**config.mk**
```make
export PLATFORM = sky130hd
export DESIGN_NAME = muldiv_issue
export DESIGN_NICKNAME = d
export VERILOG_FILES = /design/src/rtl/md_pkg.sv /design/src/rtl/muldiv_issue.sv
export SDC_FILE = /design/constraint.sdc
export NUM_CORES = 1
export LEC_CHECK = 0
export CORE_UTILIZATION = 30
export DETAILED_ROUTE_END_ITERATION = 8
export DONT_BUFFER_PORTS = 1
export PLACE_DENSITY_LB_ADDON = 0.3
export SETUP_SLACK_MARGIN = 0.2
export SYNTH_ARGS = -nofsm -noshare
export SYNTH_HDL_FRONTEND = slang
export SYNTH_SLANG_ARGS = --single-unit
```
**constraint.sdc**
```tcl
create_clock -name clk -period 2.5 [get_ports clk]
set_clock_uncertainty 0.1 [all_clocks]
set_input_delay 0.25 -clock clk [delete_from_list [all_inputs] [get_ports clk]]
set_output_delay 0.25 -clock clk [all_outputs]
set_load 0.05 [all_outputs]
```
**src/rtl/md_pkg.sv**
```systemverilog
// Shared definitions for the RV32M multiply/divide issue controller:
// funct3 encodings, controller state encoding, default timeout and
// the multiply/divide classifier.
package md_pkg;

  localparam int XLEN_DEFAULT    = 32;
  localparam int TIMEOUT_DEFAULT = 40;

  // M-extension funct3 encodings
  localparam logic [2:0] FN_MUL    = 3'b000;
  localparam logic [2:0] FN_MULH   = 3'b001;
  localparam logic [2:0] FN_MULHSU = 3'b010;
  localparam logic [2:0] FN_MULHU  = 3'b011;
  localparam logic [2:0] FN_DIV    = 3'b100;
  localparam logic [2:0] FN_DIVU   = 3'b101;
  localparam logic [2:0] FN_REM    = 3'b110;
  localparam logic [2:0] FN_REMU   = 3'b111;

  typedef enum logic [1:0] {
    IDLE     = 2'd0,  // nothing in flight
    DIV_WAIT = 2'd1,  // divide (or late multiply) running in the unit
    DRAIN    = 2'd2,  // flushed op still running; its result is dropped
    WB       = 2'd3   // result buffered, waiting for writeback
  } state_t;

  // Divides/remainders are the ops with funct3[2] set
  function automatic logic is_div(input logic [2:0] funct3);
    return funct3[2];
  endfunction

endpackage

```
**src/rtl/muldiv_issue.sv**
```systemverilog
// Initiator-side controller for the RV32M multiply/divide unit.
// Accepts one op from execute, starts the unit, holds operands while a
// divide runs, buffers the result for writeback and stalls the pipeline
// until the writeback is taken. Handles flushes and lost responses.
module muldiv_issue
  import md_pkg::*;
#(
  parameter int XLEN    = XLEN_DEFAULT,
  parameter int TIMEOUT = TIMEOUT_DEFAULT
) (
  input  logic            clk,
  input  logic            rst_n,
  // execute stage
  input  logic            ex_valid,
  input  logic [2:0]      ex_funct3,
  input  logic [XLEN-1:0] ex_rs1,
  input  logic [XLEN-1:0] ex_rs2,
  input  logic [4:0]      ex_rd,
  input  logic            flush,
  output logic            stall,
  // mul/div unit
  output logic            md_start,
  output logic [2:0]      md_opcode,
  output logic [XLEN-1:0] md_rs1,
  output logic [XLEN-1:0] md_rs2,
  input  logic            md_busy,
  input  logic            md_ready,
  input  logic [XLEN-1:0] md_result,
  // writeback
  output logic            wb_valid,
  output logic [4:0]      wb_rd,
  output logic [XLEN-1:0] wb_data,
  input  logic            wb_ready,
  output logic            timeout_err
);

  // Wide enough to hold TIMEOUT-1 for any TIMEOUT >= 1
  localparam int              CNT_W    = $clog2(TIMEOUT + 1);
  localparam logic [CNT_W-1:0] CNT_LAST = CNT_W'(TIMEOUT - 1);
  localparam logic [CNT_W-1:0] CNT_ONE  = CNT_W'(1);

  state_t           state;
  logic [2:0]       op_q;
  logic [XLEN-1:0]  rs1_q;
  logic [XLEN-1:0]  rs2_q;
  logic [4:0]       rd_q;
  logic [XLEN-1:0]  res_q;
  logic [CNT_W-1:0] cnt;
  logic             timeout_q;
  logic             accept;

  // The unit tracks its own busy state; sequencing relies only on md_ready.
  logic busy_unused;
  assign busy_unused = md_busy;

  // Accept an op only from IDLE and only when it is not being flushed.
  assign accept = (state == IDLE) && ex_valid && !flush;

  // NOTE: start and the operand mux are combinational so a multiply can be
  // answered by the unit in the same cycle it is accepted; outside the
  // accept cycle the unit sees the latched op, which stays stable until exit.
  assign md_start  = accept;
  assign md_opcode = accept ? ex_funct3 : op_q;
  assign md_rs1    = accept ? ex_rs1    : rs1_q;
  assign md_rs2    = accept ? ex_rs2    : rs2_q;

  assign stall       = (state != IDLE) || accept;
  assign wb_valid    = (state == WB);
  assign wb_rd       = rd_q;
  assign wb_data     = res_q;
  assign timeout_err = timeout_q;

  // Controller FSM with the op latch, result buffer and timeout counter.
  // NOTE: every register here is state, so only non-blocking assignments are
  // used; the datapath registers are reset too, because their reset value is
  // visible on md_* and wb_* outputs.
  always_ff @(posedge clk or negedge rst_n) begin
    if (!rst_n) begin
      state     <= IDLE;
      op_q      <= '0;
      rs1_q     <= '0;
      rs2_q     <= '0;
      rd_q      <= '0;
      res_q     <= '0;
      cnt       <= '0;
      timeout_q <= 1'b0;
    end else begin
      case (state)
        IDLE: begin
          if (accept) begin
            op_q  <= ex_funct3;
            rs1_q <= ex_rs1;
            rs2_q <= ex_rs2;
            rd_q  <= ex_rd;
            if (!is_div(ex_funct3) && md_ready) begin
              // multiply answered in the accept cycle
              res_q <= md_result;
              state <= WB;
            end else begin
              // divide, or a multiply the unit did not answer at once
              cnt   <= '0;
              state <= DIV_WAIT;
            end
          end
        end

        DIV_WAIT: begin
          if (flush) begin
            if (md_ready) begin
              // result arrived with the flush: simply drop it
              state <= IDLE;
            end else begin
              // the unit cannot be aborted; wait for it and discard
              cnt   <= '0;
              state <= DRAIN;
            end
          end else if (md_ready) begin
            res_q <= md_result;
            state <= WB;
          end else if (cnt == CNT_LAST) begin
            timeout_q <= 1'b1;
            state     <= IDLE;
          end else begin
            cnt <= cnt + CNT_ONE;
          end
        end

        DRAIN: begin
          if (md_ready) begin
            state <= IDLE;
          end else if (cnt == CNT_LAST) begin
            timeout_q <= 1'b1;
            state     <= IDLE;
          end else begin
            cnt <= cnt + CNT_ONE;
          end
        end

        WB: begin
          // flush wins over wb_ready; either way the buffer is released
          if (flush || wb_ready) begin
            state <= IDLE;
          end
        end

        default: state <= IDLE;
      endcase
    end
  end

endmodule
```
==> impl_metrics.env, run 1 <==
export IMPL_netlist_area_leader_share=0.5811
export IMPL_finalCritPeriodShare=0.9279
export IMPL_die_width_um=129.4
export IMPL_p_comb_frac=0.539
export IMPL_stdcell_area_um2=8899
export IMPL_violations="negative hold slack"
export IMPL_tightest_slew_ns=0.5993
export IMPL_initial_core_util=0.3063
export IMPL_grt_max_degree=114
export IMPL_run_status="finished, violations left"
export IMPL_htreeDepth=4
export IMPL_r2r_start="state[1]"
export IMPL_hold_ws_ns=-0.5510
export IMPL_clkPwrFrac=0.165
export IMPL_cellPowerDensity_nw_per_um2=1571
export IMPL_r2r_slack_ns=0.29
export IMPL_port_buffers=0
export IMPL_regArea_um2=2828
export IMPL_gp_congestion=0.8213
export IMPL_io_pins=219
export IMPL_routedWlPerCell_um=16.51
export IMPL_antenna_found_initial=0
export IMPL_swShare=0.4558
export IMPL_num_vias=4420
export IMPL_hold_violations=113
export IMPL_synthFlopType="dfrtp_1"
export IMPL_numCtsBuffers=17
export IMPL_startpoint="state[1]"
export IMPL_grt_overflow=0
export IMPL_syn_instance_count=515
export IMPL_setup_tns_ns=0
export IMPL_drt_iter0_markers=158
export IMPL_min_period_ns=2.320
export IMPL_ant_nets=0
export IMPL_switchingPower_mw=6.373
export IMPL_grt_pass1_vias=4431
export IMPL_core_area_um2=15890
export IMPL_viasPerCell=4.682
export IMPL_ys_types=41
export IMPL_placedInstanceArea_um2=6449
export IMPL_drc=0
export IMPL_fmax_mhz=431.1
export IMPL_grt_pass1_wl_um=21710
export IMPL_ys_seq_area_frac=0.5811
export IMPL_syn_nets=632
export IMPL_track_usage=0.1718
export IMPL_slew_viol_final=0
export IMPL_insertion_delay_ns=0.40
export IMPL_multiInputGateArea_um2=2342
export IMPL_place_ws_ns=0.3122
export IMPL_critPathCaptureType="output port"
export IMPL_yosysTopAreaCell="dfrtp_1"
export IMPL_synth_edf_count=0
export IMPL_path_clk_slew_ns=0.05
export IMPL_final_nets=836
export IMPL_rsz0062_at_grt="yes"
export IMPL_areaGrowthSynthToFinish_pct=82.87
export IMPL_die_y_um=129.4
export IMPL_relSlewSlack=0.6004
export IMPL_worstPathArrival_ns=1.97
export IMPL_total_power_mw=13.98
export IMPL_fillers=1301
export IMPL_synth_seq_cells=113
export IMPL_yosysWarnings=0
export IMPL_dp_cells=785
export IMPL_std_cell_rows=46
export IMPL_cts_buffer_depth=2
export IMPL_cp_required_ns=2.15
export IMPL_crit_fanout=6
export IMPL_avgSynthCellArea_um2=9.448
export IMPL_final_cells=944
export IMPL_clock_sinks=113
export IMPL_critPathLaunchType="flip-flop"
export IMPL_setup_viol=0
export IMPL_drt_total_wl_um=15590
export IMPL_clock_root_buffer="clkbuf_16"
export IMPL_netlist_area_um2=4866
export IMPL_cap_violations=0
export IMPL_seqPwrFrac=0.296
export IMPL_layout_drive_gt1_share=0.3791
export IMPL_tritoncts="done"
export IMPL_yosys_top_cells_area="dfrtp_1, nand2_1, mux2_2, ha_1, buf_6"
export IMPL_hpwl_um=8327
export IMPL_critPathKind="reg2out"
export IMPL_p_leak_nw=4.369
export IMPL_peakVddDrop_mv=0.8502
export IMPL_holdCritPathClass="in2async"
export IMPL_n_antenna_cell=0
export IMPL_first_pass_iters=4
export IMPL_die_area_um2=16730
export IMPL_async_reset_ff_frac=1.000
export IMPL_power_internal_mw=7.610
export IMPL_cts_hold_buf=106
export IMPL_setup_slack_ns=0.1804
[cells in the mapped netlist, types with 4 or more instances]
master / n
mux2_2: 33
nand2_1: 285
inv_1: 6
clkbuf_1: 7
buf_2: 4
or3_1: 4
buf_1: 5
dfrtp_1: 113
ha_1: 6
[registers in the layout, summed over array words and instances, names as in the netlist]
signal       count
cnt              6
op_q             3
rs1_q           32
rs2_q           32
state            2
timeout_err      1
wb_data         32
wb_rd            5
[final timing paths]
| path | endpoint | cells after the start |
|---|---|---|
| worst min-delay path | rs1_q[26] | 0 |
| worst max-delay path | md_rs1[10] | 9 |
| max in group asynchronous | cnt[4] | 0 |
| min in group clk | state[1] | 2 |
| worst min register to register | rs2_q[21] | 2 |
| worst max register to register | wb_data[23] | 9 |
[cell type report]
type / instances / share of cell area
clock inverter: 6 / 0.009280
sequential: 113 / 0.3178
tap: 216 / 0.03037
clock buffer: 22 / 0.05442
timing repair buffer: 204 / 0.3217
inverter: 7 / 0.003234
multi-input combinational: 376 / 0.2632
[metal layers]
layer  track usage  vias to the layer above  wire length (um)
met5             0                        -                 0
met4       0.07543                        0               307
met3       0.05367                       23               900
met2        0.3153                      158              8409
met1        0.1796                     2179              5968
li1              -                     2060                 -
[cell usage in the layout, fill, tap and decap left out, types with 3 or more instances in the layout]
cell	count
buf_12	70
mux2_2	32
dlygate4sd3_1	106
nand2_4	29
buf_4	14
inv_1	4
a21oi_1	3
dfrtp_1	113
clkinv_2	3
buf_16	4
or3_1	4
ha_1	5
nor2_1	3
nand2_2	78
clkbuf_16	22
a31oi_1	3
clkbuf_8	4
buf_6	4
nand2_1	178
o211ai_1	3
[stage by stage]
| step | hold WS [ns] | util |
|---|---|---|
| CTS | -0.5747 | 0.5259 |
| detailed placement | -0.1427 | 0.4060 |
| global route | -0.5868 | 0.5602 |
| global placement | -0.1431 | 0.4060 |
| floorplan | -0.1456 | - |
| finish | -0.5510 | 0.5602 |
[kinds of logic after synthesis]
logic type      after synthesis  synth area share
compound gates               29           0.04320
flops                       113            0.5811
mux                          35           0.08100
simple gates                306            0.2535
fa+ha+maj                     6           0.01543
buf+inv                      26           0.02571
[worst max-delay path: stages, from the launching register on]
cell,delay [ns]
dfrtp_1,0.38
inv_2,0.08
ha_4,0.14
nand3b_1,0.19
inv_4,0.16
buf_12,0.15
clkbuf_16,0.16
nand2_2,0.07
nand2_2,0.09
buf_12,0.14
[power by group through the flow]
stage | sequential (mW) | combinational (mW) | clock, mW
after floorplan | 4.00 | 3.68 | 0
after global placement | 4.09 | 6.54 | 0
after detailed placement | 4.12 | 6.64 | 0
after CTS | 4.09 | 7.11 | 2.37
after global routing | 4.22 | 7.90 | 2.47
final | 4.13 | 7.54 | 2.31
[repair_timing]
action | in CTS | in global routing
gates cloned | 3 | 7
pin swaps | 2 | 34
endpoints found under the setup margin | 68 | 68
endpoints found under the hold margin | 220 | 113
buffers inserted | 9 | 6
resized for setup | 42 | 108
No activity file was read; power rests on OpenSTA's default activity.
==> run 2, diff against run 1 <==
- CAP_MARGIN: default -> 20
- GPL_TIMING_DRIVEN: default -> 1
==> results of run 2 <==
The final DEF is identical to that of run 1; final timing and power are the same.
==> run 3, diff against run 2 <==
- clock period: 2.5 -> 2.7 ns (I/O delays scaled with it)
==> run 3 against run 2 <==
- the flow still finishes with violations (negative hold slack)
- final area is 6.4% lower
- register-to-register slack better by 0.25 ns
- global-route usage down 0.51 points
- core utilization decreased by 3.6 points
- via count is 2.6% lower
- worst hold slack better by 0.013 ns
==> impl_metrics.env, run 3 (synthesized netlist as in run 1, its figures left out) <==
export IMPL_cts_buffer_depth=2
export IMPL_final_cells=930
export IMPL_r2r_end="wb_data[18]"
export IMPL_clock_sinks=113
export IMPL_ant_nets=0
export IMPL_track_usage=0.1667
export IMPL_htreeDepth=4
export IMPL_hold_violations=113
export IMPL_final_nets=818
export IMPL_tritoncts="done"
export IMPL_drc=0
export IMPL_cap_violations=0
export IMPL_slew_viol_final=0
export IMPL_drt_iter0_markers=152
export IMPL_crit_path_cell_trace="inv_2 -> ha_4 -> nand3b_1 -> buf_4 -> inv_4 -> buf_12 -> clkbuf_16 -> nand2_1 -> nand2_2 -> buf_12"
export IMPL_setup_slack_ns=0.2652
export IMPL_initial_core_util=0.3063
export IMPL_hold_ws_ns=-0.5377
export IMPL_port_buffers=0
export IMPL_dp_cells=784
export IMPL_cts_hold_buf=105
export IMPL_first_pass_iters=5
export IMPL_areaGrowthSynthToFinish_pct=71.23
export IMPL_relSlewSlack=0.6061
export IMPL_p_comb_frac=0.506
export IMPL_die_width_um=129.4
export IMPL_crit_fanout=11
export IMPL_swShare=0.4450
export IMPL_num_vias=4306
export IMPL_core_area_um2=15890
export IMPL_power_internal_mw=7.089
export IMPL_peakVddDrop_mv=0.8170
export IMPL_worstPathArrival_ns=2.06
export IMPL_r2r_slack_ns=0.54
export IMPL_clock_root_buffer="clkbuf_16"
export IMPL_mostFrequentLayoutCell="nand2_1"
export IMPL_n_antenna_cell=0
export IMPL_setup_tns_ns=0
export IMPL_std_cell_rows=46
export IMPL_reg2regPathDepth=7
export IMPL_drt_total_wl_um=14020
export IMPL_min_period_ns=2.435
export IMPL_run_status="finished, violations left"
export IMPL_grt_overflow=0
export IMPL_die_y_um=129.4
export IMPL_holdCritPathClass="in2async"
export IMPL_switchingPower_mw=5.684
export IMPL_grt_pass1_wl_um=21310
export IMPL_cpMaxStageDelayCell="dfrtp_1"
export IMPL_fmax_mhz=410.7
export IMPL_io_pins=219
export IMPL_routedWlPerCell_um=15.07
export IMPL_critPathCaptureType="output port"
export IMPL_path_clk_slew_ns=0.05
export IMPL_place_ws_ns=0.3432
export IMPL_viasPerCell=4.630
export IMPL_critPathLaunchType="flip-flop"
export IMPL_total_power_mw=12.77
export IMPL_tightest_slew_ns=0.5908
export IMPL_seqPwrFrac=0.297
export IMPL_r2r_start="state[1]"
export IMPL_hpwl_um=8490
export IMPL_antenna_found_initial=0
export IMPL_cellPowerDensity_nw_per_um2=1533
export IMPL_die_area_um2=16730
export IMPL_violations="negative hold slack"
export IMPL_clkPwrFrac=0.197
export IMPL_grt_max_degree=114
export IMPL_finalCritPeriodShare=0.9018
export IMPL_numCtsBuffers=17
export IMPL_multiInputGateArea_um2=1958
export IMPL_layout_drive_gt1_share=0.2353
export IMPL_fillers=1391
export IMPL_insertion_delay_ns=0.40
export IMPL_rsz0062_at_grt="no"
export IMPL_cpMostUsedCell="buf_12"
export IMPL_regArea_um2=2828
export IMPL_p_leak_nw=4.127
export IMPL_slowest_delay_ns=0.39
export IMPL_final_cell_mix="nand2_1, dfrtp_1, dlygate4sd3_1, buf_12, mux2_2"
export IMPL_cp_required_ns=2.33
export IMPL_grt_pass1_vias=4433
export IMPL_gp_congestion=0.8176
export IMPL_critPathKind="reg2out"
export IMPL_setup_viol=0
## run 3: changes by cell type in the layout (fill, tap and decap cells not counted), moves of 3 or more
cell | before | now
buf_4 | 14 | 8
clkbuf_16 | 22 | 19
nand2_1 | 178 | 272
bufinv_16 | 2 | 5
nand2_2 | 78 | 13
clkinv_2 | 3 | 0
buf_16 | 4 | 1
nand2_4 | 29 | 0
## run 3: power groups by stage
stage | registers, mW | clock network [mW] | logic [mW]
finish | 3.79 | 2.52 | 6.46
global route | 3.87 | 2.66 | 6.81
CTS | 3.78 | 2.57 | 6.39
detailed placement | 3.82 | 0 | 6.14
global placement | 3.78 | 0 | 6.04
floorplan | 3.71 | 0 | 3.41
## run 3: per-layer routing
metal | routed length (um) | track usage | up-vias
met5 | 0 | 0 | -
met4 | 316 | 0.06574 | 0
met3 | 989 | 0.06152 | 29
met2 | 7325 | 0.2963 | 160
met1 | 5387 | 0.1790 | 2090
li1 | - | - | 2027
## run 3: through the flow
stage | cell area (um^2) | util
after global routing | 8332 | 0.5245
final | 8332 | 0.5245
after detailed placement | 6429 | 0.4047
after global placement | 6429 | 0.4047
after floorplan | 4867 | -
after CTS | 8250 | 0.5194
## run 3: final cells by class
cell class | instances | area share
multi-input cells | 376 | 0.2350
repair buffers | 186 | 0.3088
flip-flops and latches | 113 | 0.3394
inverters | 7 | 0.003454
clock buffers | 24 | 0.06022
well taps | 216 | 0.03244
clock inverters | 8 | 0.02072
## run 3: timing repair
item                                    CTS  global route
endpoints found under the setup margin   64            57
gates resized for setup                   7            14
hold endpoints to repair                219           113
buffers inserted                          5             1
pin swaps                                 1             1
gates cloned                              1             2
## run 3: worst max-delay path by stage
stage,start,to,slack (ns),cells past startpoint
finish,state[0],md_rs1[20],0.27,10
global route,state[0],md_rs1[20],0.18,10
CTS,state[0],md_rs2[16],0.20,9
detailed placement,state[0],md_rs1[15],0.34,8
global placement,state[0],md_opcode[0],0.39,8
floorplan,state[1],md_opcode[0],0.51,7
## run 3: critical path, delay by kind of cell, from the launching register on
| kind | cells | cell delay (ns) |
|---|---|---|
| buffers and inverters | 6 | 0.81 |
| and+or+nand+nor | 3 | 0.29 |
| DFF | 1 | 0.39 |
| adders and majority gates | 1 | 0.18 |
